### src/rtl/reg_path_checker_pkg.sv
// Shared types and constants for reg_path_checker: FSM states, LFSR seed/taps
// and the "no error yet" marker.
package reg_path_checker_pkg;

  typedef enum logic [1:0] {
    IDLE,
    RUN,
    DRAIN,
    DONE
  } state_t;

  localparam logic [15:0] LFSR_SEED = 16'hACE1;
  // Taps 15,13,12,10 realise x^16+x^14+x^13+x^11+1 in Fibonacci form
  localparam logic [15:0] LFSR_TAPS = 16'hB400;
  localparam logic [15:0] NO_ERR    = 16'hFFFF;

  function automatic logic [15:0] lfsr_step(input logic [15:0] l);
    return {l[14:0], ^(l & LFSR_TAPS)};
  endfunction

endpackage

### src/rtl/reg_path_checker_lfsr16.sv
// 16-bit Fibonacci stimulus LFSR with synchronous seed load and advance enable.
module lfsr16
  import reg_path_checker_pkg::*;
(
  input  logic        clk,
  input  logic        reset,
  input  logic        load,
  input  logic        advance,
  output logic [15:0] state
);

  always_ff @(posedge clk) begin
    if (reset || load) begin
      state <= LFSR_SEED;
    end else if (advance) begin
      state <= lfsr_step(state);
    end
  end

endmodule

### config.mk
export PLATFORM = sky130hd
export DESIGN_NAME = lfsr16
export DESIGN_NICKNAME = d
export VERILOG_FILES = /design/src/rtl/reg_path_checker_pkg.sv /design/src/rtl/reg_path_checker_lfsr16.sv
export SDC_FILE = /design/constraint.sdc
export NUM_CORES = 1
export LEC_CHECK = 0
export CAP_MARGIN = 20
export CELL_PAD_IN_SITES_DETAIL_PLACEMENT = 0
export CELL_PAD_IN_SITES_GLOBAL_PLACEMENT = 2
export CORE_ASPECT_RATIO = 1.4
export CORE_MARGIN = 5
export CORE_UTILIZATION = 24
export DETAILED_ROUTE_END_ITERATION = 12
export GPL_TIMING_DRIVEN = 0
export PLACE_DENSITY = 0.71
export SETUP_SLACK_MARGIN = 0.5
export SYNTH_ARGS = -nofsm -noshare
export SYNTH_HDL_FRONTEND = slang
export SYNTH_SLANG_ARGS = --single-unit
### constraint.sdc
create_clock -name clk -period 1 [get_ports clk]
set_clock_uncertainty 0.2 [all_clocks]
set_input_delay 0.3 -clock clk [delete_from_list [all_inputs] [get_ports clk]]
set_output_delay 0.3 -clock clk [all_outputs]
set_load 0.02 [all_outputs]
==> impl_metrics.sql, run 1 <==
INSERT INTO impl_metrics (metric_group, metric, value, unit) VALUES
('drt', 'drtAntennaViolNets', '0', ''),
('setup_path', 'setup.worst_path.start', 'state[1]', ''),
('logic_synthesis', 'number_of_warning_messages_in_the_yosys_log', '0', ''),
('drt', 'wirelength', '1490', 'um'),
('setup_path', 'cells_on_worst_reg2reg_path', '4', ''),
('clock_network', 'h-tree-depth', '1', ''),
('clock_network', 'cts_hold_buffers', '0', ''),
('timing', 'period_minus_slack', '1.27', 'ns'),
('place', 'hpwl', '899', 'um'),
('final_layout', 'largest_reg_flops', '16', ''),
('clock_network', 'tritoncts_num_sinks', '16', ''),
('worst_hold_path', 'holdCritPathClass', 'primary input to flop', ''),
('logic_synthesis', 'synth-edff-count', '0', ''),
('setup_path', 'critical_path_cell_by_cell', 'buf_6', ''),
('logic_synthesis', 'post-synth-top-count-cell', 'dfxtp_1', ''),
('final_layout', 'finalCoreUtilization', '44.7', '%'),
('logic_synthesis', 'ys_seq_elements', '16', ''),
('place', 'placed_cell_area', '927', 'sq um'),
('logic_synthesis', 'syn-mean-instance-area', '11.3', 'sq um'),
('status', 'violations', 'negative setup slack', ''),
('logic_synthesis', 'synthArstFlopShare', '0', '%'),
('setup_path', 'worst_path_largest_cell_delay', '0.36', 'ns'),
('logic_synthesis', 'synth_flop_cell', 'dfxtp_1', ''),
('timing', 'maxSlewHeadroom', '86.2', '%'),
('place', 'finalWeightedCongestion', '0.634', ''),
('drt', 'drt_iter0_markers', '2', ''),
('drt', 'vias_per_cell', '4.05', ''),
('clock_network', 'numCtsBuffers', '3', ''),
('grt', 'number_of_global_route_vias_before_repair', '626', ''),
('final_layout', 'area_of_all_placed_cells_without_fillers', '1160', 'sq um'),
('setup_path', 'r2r-end', 'state[0]', ''),
('setup_path', 'worstPathBufferInverterCount', '1', ''),
('final_layout', 'syn2layout_area_growth', '83.3', '%'),
('setup_path', 'arrival', '0.77', 'ns'),
('logic_synthesis', 'synthTopCellsByCount', 'dfxtp_1 (16), mux2i_1 (15), nor2_1 (9), nand2_1 (7), xnor2_2 (2)', ''),
('timing', 'timing.fmax', '790', 'MHz'),
('setup_path', 'timing.critical_path.slowest_stage_cell', 'dfxtp_4', ''),
('logic_synthesis', 'synthDistinctLibCells', '12', ''),
('logic_synthesis', 'syn-num-nets', '60', ''),
('timing', 'min_period_over_period', '127', '%'),
('floorplanning', 'dieArea', '3770', 'sq um'),
('timing', 'setup-violations-final', '25', ''),
('grt', 'grt_start_max_net_pins', '11', ''),
('setup_path', 'critPathRequiredTime', '0.50', 'ns'),
('pwr', 'p_per_area', '1060', 'nW/um^2'),
('setup_path', 'category_of_the_most_critical_setup_path', 'flop to primary output', ''),
('timing', 'timing.setup.tns', '-4.69', 'ns'),
('setup_path', 'r2r-start', 'state[10]', ''),
('setup_path', 'cp.depth', '1', ''),
('logic_synthesis', 'sequential_fraction_of_the_synthesis_area', '50.8', '%'),
('drt', 'drt_drc_violations_left', '0', ''),
('status', 'status', 'complete, but fails checks', ''),
('timing', 'rsz0062_at_grt', 'yes', ''),
('final_layout', 'nNetsFinal', '102', ''),
('floorplanning', 'i_o_pin_total', '20', ''),
('floorplanning', 'die_width', '53.3', 'um'),
('logic_synthesis', 'syn-cell-area', '631', 'sq um'),
('floorplanning', 'fp-row-count', '22', ''),
('grt', 'grt_util_all_layers', '9.58', '%'),
('clock_network', 'cts_max_path_buffers', '2', ''),
('drt', 'vias', '538', ''),
('timing', 'timing.final.ws_setup', '-0.266', 'ns'),
('pwr', 'leakage', '0.514', 'nW'),
('clock_network', 'clock_pin_slew_on_the_worst_setup_and_hold_paths', '0.09', 'ns'),
('drt', 'drt_pre_antenna_iters', '2', ''),
('grt', 'gr-total-overflow', '0', ''),
('logic_synthesis', 'synth.largest_area_cell', 'dfxtp_1', ''),
('pwr', 'power.ir.vdd_worst', '0.562', 'mV'),
('job', 'max_cap_violations', '0', ''),
('drt', 'routedWlPerCell', '11.2', 'um'),
('place', 'buffer_ports.inserted', '18', '');
==> routing by layer <==
metal / wire length (um) / track usage (%)
met2: 777 / 14.7
met4: 29 / 5.97
met1: 608 / 11.4
met5: 0 / 0
met3: 72 / 2.74
==> cells in the final DEF, fill, tap and decap left out, drive strengths merged <==
cell / instances
nor2: 9
or2: 1
mux2i: 15
nand2: 7
dfxtp: 16
clkinv: 1
buf: 40
a31oi: 1
nor3: 1
xnor2: 3
clkbuf: 3
==> layout make-up <==
| class | instances | area (sq um) |
|---|---|---|
| flip-flops and latches | 16 | 380 |
| well taps | 36 | 45.0 |
| fillers | 275 | 1430 |
| clock inverters | 1 | 3.75 |
| clock buffers | 3 | 22.5 |
| multi-input cells | 37 | 282 |
| repair buffers | 37 | 372 |
| plain buffers | 3 | 51.3 |
==> per-stage QoR <==
step	instances	hold slack (ns)	setup slack [ns]	power (W)
finish	133	0.0558	-0.266	0.00123
global route	133	0.0517	-0.305	0.00131
CTS	129	0.0507	-0.278	0.00124
detailed placement	110	0.272	-0.683	0.000848
global placement	110	0.267	-0.744	0.000848
floorplan	56	0.265	-0.122	0.000784
==> timing repair <==
| item | CTS | global route |
|---|---|---|
| setup endpoints to repair | 32 | 32 |
| endpoints found under the hold margin | 0 | 0 |
| pin swaps | 12 | 7 |
| gates resized for setup | 115 | 4 |
| cloned | 1 | 0 |
| setup buffers | 14 | 4 |
==> cells by family after synthesis <==
logic type	count (synthesis)	synth area share [%]
mux	15	23.8
flops	16	50.8
simple gates	18	12.1
compound gates	1	0.993
xor+xnor	3	6.55
buf+inv	3	5.75
==> power by group <==
group          switching (W)  leakage (nW)  internal (W)
combinational       0.000102         0.363      0.000135
clock               0.000199        0.0154      0.000145
sequential         0.0000157         0.136      0.000629
total               0.000317         0.514      0.000909
==> how the worst min path moves through the flow <==
| stage | startpoint | endpoint | cells past startpoint |
|---|---|---|---|
| after global routing | reset | state[15] | 3 |
| final | load | state[10] | 3 |
| after floorplan | reset | state[10] | 2 |
| after detailed placement | state[11] | state[11] | 2 |
| after CTS | load | state[13] | 3 |
| after global placement | state[11] | state[11] | 2 |
Power figures use the tool's default switching activity.
==> run 2, diff against run 1 <==
CORE_UTILIZATION = 27   (was 24)
PLACE_DENSITY = 0.75   (was 0.71)
clock period = 1.4 ns   (was 1 ns; I/O delays follow)
==> run 2 against run 1 <==
Net effect: sequential power decreased by 28%; the flow now finishes without violations; register-to-register slack improved by 0.38 ns; clock power decreased by 33%; worst setup slack improved by 0.28 ns; final area increased by 15%; combinational power decreased by 2%.
==> impl_metrics.sql, run 2 (synthesis results as in run 1) <==
INSERT INTO impl_metrics (metric_group, metric, value, unit) VALUES
('final_layout', 'regMostFlops', 'state', ''),
('clock_network', 'cts_max_path_buffers', '2', ''),
('timing', 'setup-violations-final', '0', ''),
('timing', 'worst_pin_slew', '0.216', 'ns'),
('drt', 'vias', '557', ''),
('pwr', 'leakage', '0.580', 'nW'),
('setup_path', 'arrival', '0.76', 'ns'),
('drt', 'vias_per_cell', '4.39', ''),
('place', 'dp_slack', '-0.433', 'ns'),
('grt', 'number_of_global_route_vias_before_repair', '588', ''),
('grt', 'gr-total-overflow', '0', ''),
('grt', 'number_of_antenna_violations_at_the_first_check_in_global_routing', '0', ''),
('final_layout', 'layout_commonest_cell', 'buf_6', ''),
('clock_network', 'h-tree-depth', '1', ''),
('place', 'finalWeightedCongestion', '0.646', ''),
('setup_path', 'cp_top_family', 'flip-flops', ''),
('setup_path', 'category_of_the_most_critical_setup_path', 'flop to primary output', ''),
('drt', 'drt_iter0_markers', '5', ''),
('job', 'max_cap_violations', '0', ''),
('place', 'placed_cells_incl_taps', '96', ''),
('timing', 'timing.final.ws_setup', '0.0189', 'ns'),
('timing', 'maxSlewHeadroom', '85.6', '%'),
('floorplanning', 'i_o_pin_total', '20', ''),
('worst_hold_path', 'holdCritPathClass', 'primary input to flop', ''),
('drt', 'drt_pre_antenna_iters', '2', ''),
('clock_network', 'tritoncts_num_sinks', '16', ''),
('final_layout', 'largest_reg_flops', '16', ''),
('timing', 'count_of_pins_over_their_slew_limit', '0', ''),
('final_layout', 'highest_count_cells_in_the_layout_ignoring_fill_and_taps', 'buf_6 (35), dfxtp_4 (16), mux2i_1 (11), buf_4 (10), nand2_1 (7)', ''),
('setup_path', 'critPathRequiredTime', '0.78', 'ns'),
('final_layout', 'instances_no_fill', '127', ''),
('setup_path', 'worst_path_largest_cell_delay', '0.36', 'ns'),
('setup_path', 'worst-path-max-fanout', '2', ''),
('timing', 'period_minus_slack', '1.38', 'ns'),
('setup_path', 'timing.critical_path.slowest_stage_cell', 'dfxtp_4', ''),
('clock_network', 'clock_pin_slew_on_the_worst_setup_and_hold_paths', '0.09', 'ns'),
('setup_path', 'endpoint_class_of_the_critical_path', 'primary output', ''),
('final_layout', 'final_layout_size_suffix_gt1_share', '78.1', '%'),
('clock_network', 'cts_hold_buffers', '0', ''),
('grt', 'grt_start_max_net_pins', '10', ''),
('clock_network', 'numCtsBuffers', '3', ''),
('timing', 'rsz0062_at_grt', 'yes', ''),
('setup_path', 'setup.worst_path.start_class', 'flop', ''),
('final_layout', 'top_regs', 'state x16', ''),
('timing', 'min_period_over_period', '98.7', '%'),
('floorplanning', 'design.core.area', '2200', 'sq um'),
('setup_path', 'worstPathBufferInverterCount', '1', ''),
('floorplanning', 'fp-row-count', '20', ''),
('place', 'hpwl', '908', 'um'),
('floorplanning', 'dieArea', '3420', 'sq um'),
('floorplanning', 'vertical_die_dimension', '67.2', 'um'),
('setup_path', 'critical_path_cell_by_cell', 'buf_6', ''),
('drt', 'wirelength', '1640', 'um'),
('drt', 'drtAntennaViolNets', '0', ''),
('grt', 'grt_util_all_layers', '9.78', '%'),
('final_layout', 'syn2layout_area_growth', '112', '%'),
('clock_network', 'cts_root_buf', 'clkbuf_4', ''),
('grt', 'grt_pass1_wl', '2550', 'um'),
('timing', 'timing.setup.tns', '0', 'ns'),
('final_layout', 'nNetsFinal', '111', ''),
('floorplanning', 'initial_core_util', '28.6', '%'),
('floorplanning', 'die_width', '50.8', 'um'),
('drt', 'routedWlPerCell', '12.9', 'um'),
('timing', 'timing.final.hold_violations', '0', ''),
('place', 'buffer_ports.inserted', '18', ''),
('drt', 'drt_drc_violations_left', '0', ''),
('final_layout', 'antenna_cells', '0', ''),
('pwr', 'p_per_area', '692', 'nW/um^2'),
('clock_network', 'worstSkewPairLatency', '0.28', 'ns'),
('timing', 'timing.fmax', '724', 'MHz'),
('status', 'status', 'completed', ''),
('clock_network', 'cts_tree', 'yes', ''),
('pwr', 'power.ir.vdd_worst', '0.499', 'mV');
## run 2: worst paths after layout
path                to  slack, ns       from  cells after the start
max reg2reg   state[0]       0.18  state[12]                      5
min reg2reg  state[11]       0.30  state[11]                      2
max           state[9]       0.02   state[9]                      1
min           state[5]       0.24      reset                      4
## run 2: area by class of cell
type                       count  area [sq um]
multi-input combinational     37           353
buffer                         3          51.3
sequential                    16           380
fill                         207           867
tap                           22          27.5
timing repair buffer          46           500
clock buffer                   3          22.5
## run 2: where the power goes
part / switching, W / internal [W] / leakage [nW] / total, W
combinational: 0.0000909 / 0.000141 / 0.430 / 0.000232
sequential: 0.0000119 / 0.000449 / 0.136 / 0.000461
clock: 0.000132 / 0.0000995 / 0.0138 / 0.000232
## run 2: repair_timing
item | CTS | global route
endpoints found under the setup margin | 32 | 32
gates resized for setup | 127 | 19
pin swaps | 8 | 5
endpoints found under the hold margin | 0 | 0
gates cloned | 2 | 0
setup buffers | 18 | 8
## run 2: metrics by stage
stage / hold slack, ns / utilization, % / total power [W] / cell area [sq um]
2_1_floorplan: 0.311 / - / 0.000560 / 702
6_report: 0.238 / 60.6 / 0.000924 / 1340
5_1_grt: 0.242 / 60.6 / 0.000967 / 1340
4_1_cts: 0.149 / 54.1 / 0.000899 / 1190
3_3_place_gp: 0.266 / 41.3 / 0.000605 / 910
3_5_place_dp: 0.274 / 41.3 / 0.000606 / 910
## run 2: worst min-delay path, stage by stage
cell	delay, ns
buf_6	0.07
buf_4	0.10
nor2_4	0.05
nand2_1	0.05
## run 2: per-layer routing
metal | track usage [%] | routed length [um]
met5 | 0 | 0
met4 | 2.88 | 0
met2 | 18.2 | 928
met1 | 10.6 | 657
met3 | 2.65 | 50
